### src/rtl/noc_local_injector.sv
// NoC local-port injection stage: prepends a routing head flit to each core packet,
// enforces per-VC credit flow control and holds the per-VC lock for the packet's lifetime.
module noc_local_injector #(
    parameter int BUF_DEPTH = 4
) (
    input  logic        clk,
    input  logic        rst,
    input  logic [1:0]  MY_XPOS,
    input  logic [1:0]  MY_YPOS,
    input  logic        s_valid,
    output logic        s_ready,
    input  logic [31:0] s_data,
    input  logic        s_last,
    input  logic [1:0]  s_dst_x,
    input  logic [1:0]  s_dst_y,
    input  logic        s_vch,
    output logic [34:0] inj_DATA,
    output logic        inj_VALID,
    output logic        inj_VCH,
    output logic [1:0]  inj_LCK,
    input  logic [1:0]  inj_ACK,
    output logic        err
);

    localparam logic [3:0] CRED_MAX  = 4'(BUF_DEPTH);
    localparam logic [2:0] TYPE_HEAD = 3'b001;
    localparam logic [2:0] TYPE_BODY = 3'b010;
    localparam logic [2:0] TYPE_TAIL = 3'b011;

    typedef enum logic {
        ST_IDLE = 1'b0,
        ST_BODY = 1'b1
    } state_t;

    state_t      r_state;
    state_t      w_state_nxt;
    logic        r_vc;
    logic [3:0]  r_cred [2];
    logic        r_err;
    logic [34:0] r_data;
    logic        r_valid;
    logic        r_vch;
    logic [1:0]  r_lck;

    logic        w_start;
    logic        w_beat;
    logic        w_send;
    logic [34:0] w_flit;
    logic        w_flit_vc;
    logic [1:0]  w_lck;
    logic [1:0]  w_dec;

    // Credit checks look only at registered counters, so an ack is usable one cycle later.
    assign w_start = (r_state == ST_IDLE) && s_valid && (r_cred[s_vch] != 4'd0);
    assign s_ready = (r_state == ST_BODY) && (r_cred[r_vc] != 4'd0);
    assign w_beat  = s_valid && s_ready;

    // State register and VC latch for the packet in flight.
    always_ff @(posedge clk) begin
        if (rst) begin
            r_state <= ST_IDLE;
            r_vc    <= 1'b0;
        end else begin
            r_state <= w_state_nxt;
            if (w_start) begin
                r_vc <= s_vch;
            end else begin
                r_vc <= r_vc;
            end
        end
    end

    // Next-state logic: head launches the packet, the tail beat closes it.
    always_comb begin
        w_state_nxt = r_state;
        case (r_state)
            ST_IDLE: begin
                if (w_start) begin
                    w_state_nxt = ST_BODY;
                end else begin
                    w_state_nxt = ST_IDLE;
                end
            end
            ST_BODY: begin
                if (w_beat && s_last) begin
                    w_state_nxt = ST_IDLE;
                end else begin
                    w_state_nxt = ST_BODY;
                end
            end
            default: w_state_nxt = ST_IDLE;
        endcase
    end

    // Output logic: next flit, its VC and the next lock vector.
    always_comb begin
        w_send    = 1'b0;
        w_flit    = r_data;
        w_flit_vc = r_vch;
        w_lck     = 2'b00;
        case (r_state)
            ST_IDLE: begin
                if (w_start) begin
                    w_send    = 1'b1;
                    w_flit    = {TYPE_HEAD, s_dst_x, s_dst_y, MY_XPOS, MY_YPOS, 24'h00_0000};
                    w_flit_vc = s_vch;
                    w_lck     = {s_vch, ~s_vch};
                end else begin
                    w_lck     = 2'b00;
                end
            end
            ST_BODY: begin
                // Lock stays set through the tail cycle, including stalls.
                w_lck = {r_vc, ~r_vc};
                if (w_beat) begin
                    w_send    = 1'b1;
                    w_flit    = {(s_last ? TYPE_TAIL : TYPE_BODY), s_data};
                    w_flit_vc = r_vc;
                end else begin
                    w_send    = 1'b0;
                end
            end
            default: begin
                w_send = 1'b0;
                w_lck  = 2'b00;
            end
        endcase
    end

    assign w_dec = w_send ? {w_flit_vc, ~w_flit_vc} : 2'b00;

    // Per-VC credit counters; an ack at full credit is dropped and flagged.
    always_ff @(posedge clk) begin
        if (rst) begin
            r_cred[0] <= CRED_MAX;
            r_cred[1] <= CRED_MAX;
            r_err     <= 1'b0;
        end else begin
            for (int v = 0; v < 2; v++) begin
                case ({w_dec[v], inj_ACK[v]})
                    2'b10:   r_cred[v] <= r_cred[v] - 4'd1;
                    2'b01: begin
                        if (r_cred[v] == CRED_MAX) begin
                            r_err <= 1'b1;
                        end else begin
                            r_cred[v] <= r_cred[v] + 4'd1;
                        end
                    end
                    default: r_cred[v] <= r_cred[v];
                endcase
            end
        end
    end

    // Registered flit outputs; data and VC hold between flits.
    always_ff @(posedge clk) begin
        if (rst) begin
            r_data  <= 35'd0;
            r_valid <= 1'b0;
            r_vch   <= 1'b0;
            r_lck   <= 2'b00;
        end else begin
            r_data  <= w_flit;
            r_valid <= w_send;
            r_vch   <= w_flit_vc;
            r_lck   <= w_lck;
        end
    end

    assign inj_DATA  = r_data;
    assign inj_VALID = r_valid;
    assign inj_VCH   = r_vch;
    assign inj_LCK   = r_lck;
    assign err       = r_err;

endmodule
### config.mk
export PLATFORM = sky130hd
export DESIGN_NAME = noc_local_injector
export DESIGN_NICKNAME = d
export VERILOG_FILES = /design/src/rtl/noc_local_injector.sv
export SDC_FILE = /design/constraint.sdc
export NUM_CORES = 1
export LEC_CHECK = 0
export CORE_UTILIZATION = 44
export CTS_CLUSTER_SIZE = 8
export DETAILED_ROUTE_END_ITERATION = 8
export MAX_ROUTING_LAYER = met4
export PLACE_DENSITY = 0.79
export SYNTH_ARGS = -nofsm -noshare
export SYNTH_HDL_FRONTEND = slang
export SYNTH_SLANG_ARGS = --single-unit
### constraint.sdc
create_clock -name clk -period 3.5 [get_ports clk]
set_input_delay 0.525 -clock clk [delete_from_list [all_inputs] [get_ports clk]]
set_output_delay 0.525 -clock clk [all_outputs]
set_load 0.02 [all_outputs]
==> flow_summary.rst, run 1 <==
.. list-table::
   :header-rows: 1

   * - Metric
     - Value
   * - Result of the run
     - completed
   * - Number of max-capacitance violations reported
     - 0
   * - Vias in the first global route
     - 2248
   * - Antenna violations before repair
     - 0
   * - Floorplan die area
     - 5930 sq um
   * - Fin nets
     - 417
   * - Post-CTS setup-driven buffer insertion count
     - 0
   * - Cell family contributing the most delay on the critical path
     - simple AND/OR/NAND/NOR gates
   * - Share of the synthesized area in the top cell type
     - ~34%
   * - First DRT Iteration DRCs
     - approximately 120
   * - Count of H-tree levels built during CTS
     - 2
   * - Number of optimization iterations in the first detailed-route pass
     - 4
   * - Number of distinct standard cells referenced by the synthesized netlist
     - 47
   * - Post-detailed-route DRC marker count
     - 0
   * - Shortest period the worst path allows
     - 3.28 ns
   * - CP max FO
     - 7
   * - Post-synth EDFFs
     - 8
   * - Least-Margin Pin Slew
     - 0.597 ns
   * - Leakage
     - 0.00130 uW
   * - Row count
     - 26
   * - Clock root cell
     - sky130_fd_sc_hd__clkbuf_8
   * - Clock sink count
     - 50
   * - Number of antenna-violating nets in the routed design
     - 0
   * - Headroom to the max-slew limit
     - about three fifths
   * - Wire length of the first global-routing pass
     - 10600 microns
   * - Arrival time of the worst setup path
     - 3.35 ns
   * - I/O Buffers
     - 86
   * - Count of vias placed by the detailed router
     - 2411
   * - Clock Tree Buf Depth
     - 2
   * - Category of the most critical setup path
     - reg -> reg
   * - Number of nets produced by synthesis
     - 331
   * - RSZ-0062 raised after global routing
     - no
   * - Post-synthesis sequential element count
     - 50
   * - Width of the die
     - 77.0 microns
   * - Cell types occupying the most area after synthesis
     - sky130_fd_sc_hd__dfxtp_1 34%, sky130_fd_sc_hd__edfxtp_1 9.7%, sky130_fd_sc_hd__a21oi_1 8.3%
   * - Mean Syn Cell Area
     - 9.01 sq um
   * - Instance area after placement
     - 3420 sq um
   * - Largest area contributor in the synthesized netlist
     - sky130_fd_sc_hd__dfxtp_1
   * - Combined global-route utilization of all metal layers
     - 23.1%
   * - Final period util
     - 93.7%
   * - Maximum number of pins on one net before global-route repair
     - 46
   * - Clock slew at the register clock pins of the worst setup and hold paths
     - 0.09 ns
   * - Die height
     - 77.0 microns
   * - Final hold violation count
     - 0
   * - Drt wl/cell
     - between 15 and 20 microns
   * - Number of gates given a new drive strength after cts
     - 0
   * - Asr flop ratio synth
     - 0%
   * - Cells after Synth
     - approximately 280
   * - Clock tree from TritonCTS
     - done
   * - Post-Route Skew
     - 0.00466 ns
   * - Final design instance area without fill
     - between 3000 and 4000 sq um
   * - Placed Cells incl. Taps
     - 424
   * - Inserted Diodes
     - 0
   * - Met1 layer wirelength in the final routing
     - ~2900 microns
   * - Initial cell density of the core
     - a little under half
   * - Final Slew Violations
     - 0
   * - Highest clock frequency the design can meet
     - 305 MHz
   * - Critical path data required time
     - 3.57 ns
   * - Layout Utilization
     - between 60 and 70%
   * - DR top layer
     - met4
   * - Commonest register cell after synthesis
     - sky130_fd_sc_hd__dfxtp_1
   * - Worst hold path class
     - reg -> reg
   * - Power density over the cells
     - 504 nW/um^2
   * - Post-synthesis sequential area ratio
     - 43.6%
   * - Fin cells
     - 432
   * - Total standard cell area after synthesis
     - 2480 sq um
   * - Fraction of layout cells with a size suffix above 1
     - under 10%
   * - Warnings from Yosys
     - 0
   * - Aggregate negative setup slack
     - 0 ns
   * - Skew-Pair Late Insertion Delay
     - 0.31 ns
   * - Number of buffers inserted by hold repair at cts
     - 0
   * - Area inside the core boundary
     - about 5300 sq um
   * - Met2 Routed Length
     - around 3100 microns
   * - Power, Total
     - roughly 1800 uW
   * - Number of vias per cell
     - 5.58
   * - Syn-to-layout area delta
     - 42.2%
   * - Number of buffers created by CTS
     - 5
   * - Total congestion overflow after global routing
     - 0
   * - Slowest CP cell
     - sky130_fd_sc_hd__nor4_1
   * - Worst Path Buf+Inv
     - 0
   * - Cell Chain, Critical Path
     - nor4_1 > mux2i_2 > a21o_1 > nand4_1 > ha_1 > nand3_1 > ha_1 > a21o_1 > a21oi_1 > xnor3_1 > and2_1
   * - Nature of the critical path endpoint
     - flop
   * - Amount of wire on met3 after detailed routing
     - 324 microns
   * - Worst path max stage delay
     - 0.57 ns
   * - Kind of launch point of the worst setup path
     - flop
   * - Overall routed net length
     - 6500 microns
   * - Worst voltage drop across the vdd grid
     - 0.000254 V
   * - Final setup violation count
     - 0
   * - Final HPWL DP
     - 4670 microns
   * - Boundary pin count
     - 88
   * - Placer congestion estimate
     - 0.846
## kinds of logic after synthesis
kind of cell / count (synthesis) / synth area share [%]
buffers and inverters: 30 / 5.66
AO/OA/AOI/OAI: 102 / 24.1
AND/OR/NAND/NOR: 68 / 14.5
XOR/XNOR: 2 / 1.26
multiplexers: 13 / 5.76
flip-flops: 50 / 43.6
adder cells (fa/ha/maj): 9 / 4.85
other: 1 / 0.151
## final timing paths
path / from / endpoint / slack [ns] / cells past startpoint
max: r_cred[1][0]$_DFFE_PP_ / r_cred[0][3]$_SDFFCE_PN0P_ / 0.22 / 11
min: inj_DATA[6]$_SDFFE_PP0P_ / inj_DATA[6]$_SDFFE_PP0P_ / 0.47 / 2
max reg2reg: r_cred[1][0]$_DFFE_PP_ / r_cred[0][3]$_SDFFCE_PN0P_ / 0.22 / 11
min reg2reg: inj_DATA[6]$_SDFFE_PP0P_ / inj_DATA[6]$_SDFFE_PP0P_ / 0.47 / 2
## final cells by class
cell class              count  area [sq um]
repair buffers             99           958
clock buffers               6          82.6
multi-input cells         195          1260
fillers                   442          1750
inverters                  10          37.5
flip-flops and latches     50          1080
clock inverters             2          15.0
well taps                  70          87.6
## power breakdown
part	internal, uW	switching (uW)
Sequential	678	77.1
Combinational	316	341
Clock	164	200
## sequential cells by signal, indices dropped and copies added, names as in the netlist, named ones only
signal / count
inj_VCH: 1
err: 1
inj_LCK: 2
inj_VALID: 1
r_cred: 8
inj_DATA: 34
r_state: 1
r_vc: 1
## per-layer routing
layer	up-vias	global-route usage, %
li1	1183	-
met1	1128	29.6
met2	88	37.0
met3	12	3.81
met4	0	8.11
met5	-	-
## synth_stat cells, types with 2 or more instances
master,count
sky130_fd_sc_hd__mux2i_1,12
sky130_fd_sc_hd__a211oi_1,8
sky130_fd_sc_hd__nand2_1,11
sky130_fd_sc_hd__or4_1,2
sky130_fd_sc_hd__a21o_1,5
sky130_fd_sc_hd__buf_2,4
sky130_fd_sc_hd__nand2b_1,3
sky130_fd_sc_hd__a31oi_1,3
sky130_fd_sc_hd__buf_4,2
sky130_fd_sc_hd__clkbuf_1,12
sky130_fd_sc_hd__nor3_1,2
sky130_fd_sc_hd__nor2_1,8
sky130_fd_sc_hd__o21ai_0,21
sky130_fd_sc_hd__a21oi_1,41
sky130_fd_sc_hd__edfxtp_1,8
sky130_fd_sc_hd__buf_6,2
sky130_fd_sc_hd__and2_1,4
sky130_fd_sc_hd__a2111oi_0,2
sky130_fd_sc_hd__nand3_1,28
sky130_fd_sc_hd__nand4_1,2
sky130_fd_sc_hd__o22ai_1,2
sky130_fd_sc_hd__nor4_1,2
sky130_fd_sc_hd__ha_1,8
sky130_fd_sc_hd__o21ai_1,9
sky130_fd_sc_hd__a31o_2,3
sky130_fd_sc_hd__inv_1,9
sky130_fd_sc_hd__dfxtp_1,42
## per-stage QoR
stage	setup slack, ns	hold WS (ns)
6_report	0.221	0.473
5_1_grt	0.0211	0.492
4_1_cts	0.260	0.473
3_5_place_dp	0.120	0.460
3_3_place_gp	0.153	0.450
2_1_floorplan	0.419	0.521
## layout by cell type (no fill, tap or decap), types with 8 or more instances in the layout
master	n
sky130_fd_sc_hd__a211oi_1	8
sky130_fd_sc_hd__a21oi_1	41
sky130_fd_sc_hd__buf_4	13
sky130_fd_sc_hd__clkdlybuf4s50_1	86
sky130_fd_sc_hd__dfxtp_1	42
sky130_fd_sc_hd__edfxtp_1	8
sky130_fd_sc_hd__ha_1	8
sky130_fd_sc_hd__inv_1	9
sky130_fd_sc_hd__mux2i_1	11
sky130_fd_sc_hd__nand2_1	11
sky130_fd_sc_hd__nand3_1	28
sky130_fd_sc_hd__nor2_1	8
sky130_fd_sc_hd__o21ai_0	21
sky130_fd_sc_hd__o21ai_1	9
## worst min-delay path: cells and delay by family, from the launching register on
family         cells  cell delay [ns]
AO/OA/AOI/OAI      2             0.10
flip-flops         1             0.33
Power figures use the tool's default switching activity.
==> run 2, diff against run 1 <==
RECOVER_POWER = 25   (was default)
==> run 2 against run 1 <==
  * Maximum frequency shrank 0.26%
  * Routed wire length shrank 0.58%
  * Via count shrank 0.66%
  * Largest power group unchanged
  * Non-clock buffer count is the same
  * Largest cell class unchanged
==> flow_summary.rst, run 2 (synthesis gave the netlist of run 1 again) <==
.. list-table::
   :header-rows: 1

   * - Metric
     - Value
   * - Final design instance area without fill
     - 3520 sq um (unchanged)
   * - Seq pwr share
     - 42.7% (+0.2 points)
   * - Number of antenna-violating nets in the routed design
     - 0 (unchanged)
   * - Least-Margin Pin Slew
     - 0.595 ns (-0.00223 ns)
   * - Leading cell type in the layout, fill and taps excluded
     - sky130_fd_sc_hd__clkdlybuf4s50_1
   * - Final period util
     - 93.9% (+0.24 points)
   * - Net switching component of the power
     - 616 uW (-0.41%)
   * - Shortest period the worst path allows
     - 3.29 ns (+0.00855 ns)
   * - Count of H-tree levels built during CTS
     - 2 (unchanged)
   * - Critical path data required time
     - 3.57 ns (about the same)
   * - Number of buffers inserted by hold repair at cts
     - 0 (unchanged)
   * - Proportion of power drawn by the clock network
     - 20.5% (about the same)
   * - Row count
     - 26 (unchanged)
   * - Vias in the first global route
     - 2248 (unchanged)
   * - Most used cells in the layout excluding fill and tap cells
     - 65 x sky130_fd_sc_hd__clkdlybuf4s50_1, 42 x sky130_fd_sc_hd__dfxtp_1, 41 x sky130_fd_sc_hd__a21oi_1, 28 x sky130_fd_sc_hd__nand3_1
   * - I/O Buffers
     - 86 (unchanged)
   * - Worst voltage drop across the vdd grid
     - 0.000253 V (-0.26%)
   * - Clock Tree Buf Depth
     - 2 (unchanged)
   * - Final HPWL DP
     - 4670 microns (unchanged)
   * - Fin nets
     - 417 (unchanged)
   * - Power, Total
     - 1770 uW (-0.54%)
   * - CP max FO
     - 7 (unchanged)
   * - Count of vias placed by the detailed router
     - 2395 (-0.66%)
   * - Wire length of the first global-routing pass
     - 10600 microns (unchanged)
   * - Net switching share of the total power
     - 34.9% (+0.047 points)
   * - Initial cell density of the core
     - 47.0% (unchanged)
   * - Gate power share
     - 36.8% (-0.2 points)
   * - Arrival time of the worst setup path
     - 3.35 ns (about the same)
   * - Area inside the core boundary
     - 5270 sq um (unchanged)
   * - Clock root cell
     - sky130_fd_sc_hd__clkbuf_8
   * - Post-CTS setup-driven buffer insertion count
     - 0 (unchanged)
   * - Number of vias per cell
     - 5.54 (-0.66%)
   * - Final hold violation count
     - 0 (unchanged)
   * - Number of buffers created by CTS
     - 5 (unchanged)
   * - Skew-Pair Late Insertion Delay
     - 0.31 ns (about the same)
   * - Clock sink count
     - 50 (unchanged)
   * - Floorplan die area
     - 5930 sq um (unchanged)
   * - Int Power
     - 1150 uW (-0.61%)
   * - Maximum number of pins on one net before global-route repair
     - 46 (unchanged)
   * - Max reg flops
     - 34 (unchanged)
   * - Kind of launch point of the worst setup path
     - flop
   * - Worst Path Buf+Inv
     - 0 (unchanged)
   * - Inserted Diodes
     - 0 (unchanged)
   * - Pre-CTS setup slack
     - 0.120 ns (unchanged)
   * - Post-layout worst setup margin
     - 0.213 ns (-0.00855 ns)
   * - Boundary pin count
     - 88 (unchanged)
   * - Number of optimization iterations in the first detailed-route pass
     - 4 (unchanged)
   * - Final setup violation count
     - 0 (unchanged)
   * - Nature of the critical path endpoint
     - flop
   * - First DRT Iteration DRCs
     - 122 (+0.83%)
   * - Placer congestion estimate
     - 0.846 (unchanged)
   * - Clock tree from TritonCTS
     - done
   * - Worst hold path class
     - reg -> reg
   * - Clock slew at the register clock pins of the worst setup and hold paths
     - 0.09 ns (about the same)
   * - Instance area after placement
     - 3420 sq um (unchanged)
   * - Total congestion overflow after global routing
     - 0 (unchanged)
   * - Power density over the cells
     - 501 nW/um^2 (-0.54%)
   * - Slowest CP cell
     - sky130_fd_sc_hd__nor4_1
   * - Die height
     - 77.0 microns (unchanged)
   * - Headroom to the max-slew limit
     - 59.9% (+0.15 points)
   * - Highest clock frequency the design can meet
     - 304 MHz (-0.26%)
   * - Worst Hold Slack
     - 0.472 ns (-0.000770 ns)
   * - Fraction of layout cells with a size suffix above 1
     - 8.29% (unchanged)
   * - Cell Chain, Critical Path
     - nor4_1 > mux2i_2 > a21o_1 > nand4_1 > ha_1 > nand3_1 > ha_1 > a21o_1 > a21oi_1 > xnor3_1 > and2_1
   * - Category of the most critical setup path
     - reg -> reg
   * - Overall routed net length
     - 6460 microns (-0.58%)
   * - Syn-to-layout area delta
     - 42.2% (unchanged)
   * - Antenna violations before repair
     - 0 (unchanged)
   * - RSZ-0062 raised after global routing
     - no
   * - Number of max-capacitance violations reported
     - 0 (unchanged)
   * - Drt wl/cell
     - 15.0 microns (-0.58%)
   * - Width of the die
     - 77.0 microns (unchanged)
   * - Aggregate negative setup slack
     - 0 ns (unchanged)
   * - Cell family contributing the most delay on the critical path
     - simple AND/OR/NAND/NOR gates
   * - Worst path max stage delay
     - 0.58 ns (about the same)
   * - Post-Route Skew
     - 0.00559 ns (+0.000924 ns)
   * - Leakage
     - 0.00136 uW (+4.9%)
   * - Combined global-route utilization of all metal layers
     - 23.1% (unchanged)
   * - Number of gates given a new drive strength after cts
     - 0 (unchanged)
   * - Final Slew Violations
     - 0 (unchanged)
   * - Result of the run
     - completed
   * - Post-detailed-route DRC marker count
     - 0 (unchanged)
-- run 2: cell count changes in the layout (fill, tap and decap cells not counted) --
cell and delta:
sky130_fd_sc_hd__dlygate4sd3_1 +21, sky130_fd_sc_hd__clkdlybuf4s50_1 -21
-- run 2: power by group through the flow --
stage	Combinational [uW]	Clock (uW)	Sequential, uW
floorplan	379	0	796
global placement	642	0	763
detailed placement	650	0	766
CTS	656	370	754
global route	716	397	767
finish	650	363	753
-- run 2: area by class of cell --
type                            count  area (sq um)
Sequential cell                    50          1080
Inverter                           10          37.5
Clock buffer                        6          82.6
Timing Repair Buffer               99           958
Clock inverter                      2          15.0
Fill cell                         442          1750
Tap cell                           70          87.6
Multi-Input combinational cell    195          1260
-- run 2: final timing paths --
path	start	to	slack, ns	cells past startpoint
max	r_cred[1][0]$_DFFE_PP_	r_cred[0][3]$_SDFFCE_PN0P_	0.21	11
min	inj_DATA[6]$_SDFFE_PP0P_	inj_DATA[6]$_SDFFE_PP0P_	0.47	2
max reg2reg	r_cred[1][0]$_DFFE_PP_	r_cred[0][3]$_SDFFCE_PN0P_	0.21	11
min reg2reg	inj_DATA[6]$_SDFFE_PP0P_	inj_DATA[6]$_SDFFE_PP0P_	0.47	2
-- run 2: routing by layer --
layer / GRT usage (%) / share of wire, %
met1: 29.6 / 45
met2: 37.0 / 48
met3: 3.81 / 4.7
met4: 8.11 / 2.4
met5: - / 0
-- run 2: worst min-delay path, delay by kind of cell (launching register included) --
family	cells	cell delay, ns
flip-flops	1	0.33
AO/OA/AOI/OAI	2	0.10
-- run 2: through the flow --
stage / instances / util (%)
final: 432 / 66.8
after global routing: 432 / 66.8
after CTS: 432 / 66.8
after detailed placement: 424 / 65.0
after global placement: 424 / 65.0
after floorplan: 275 / -
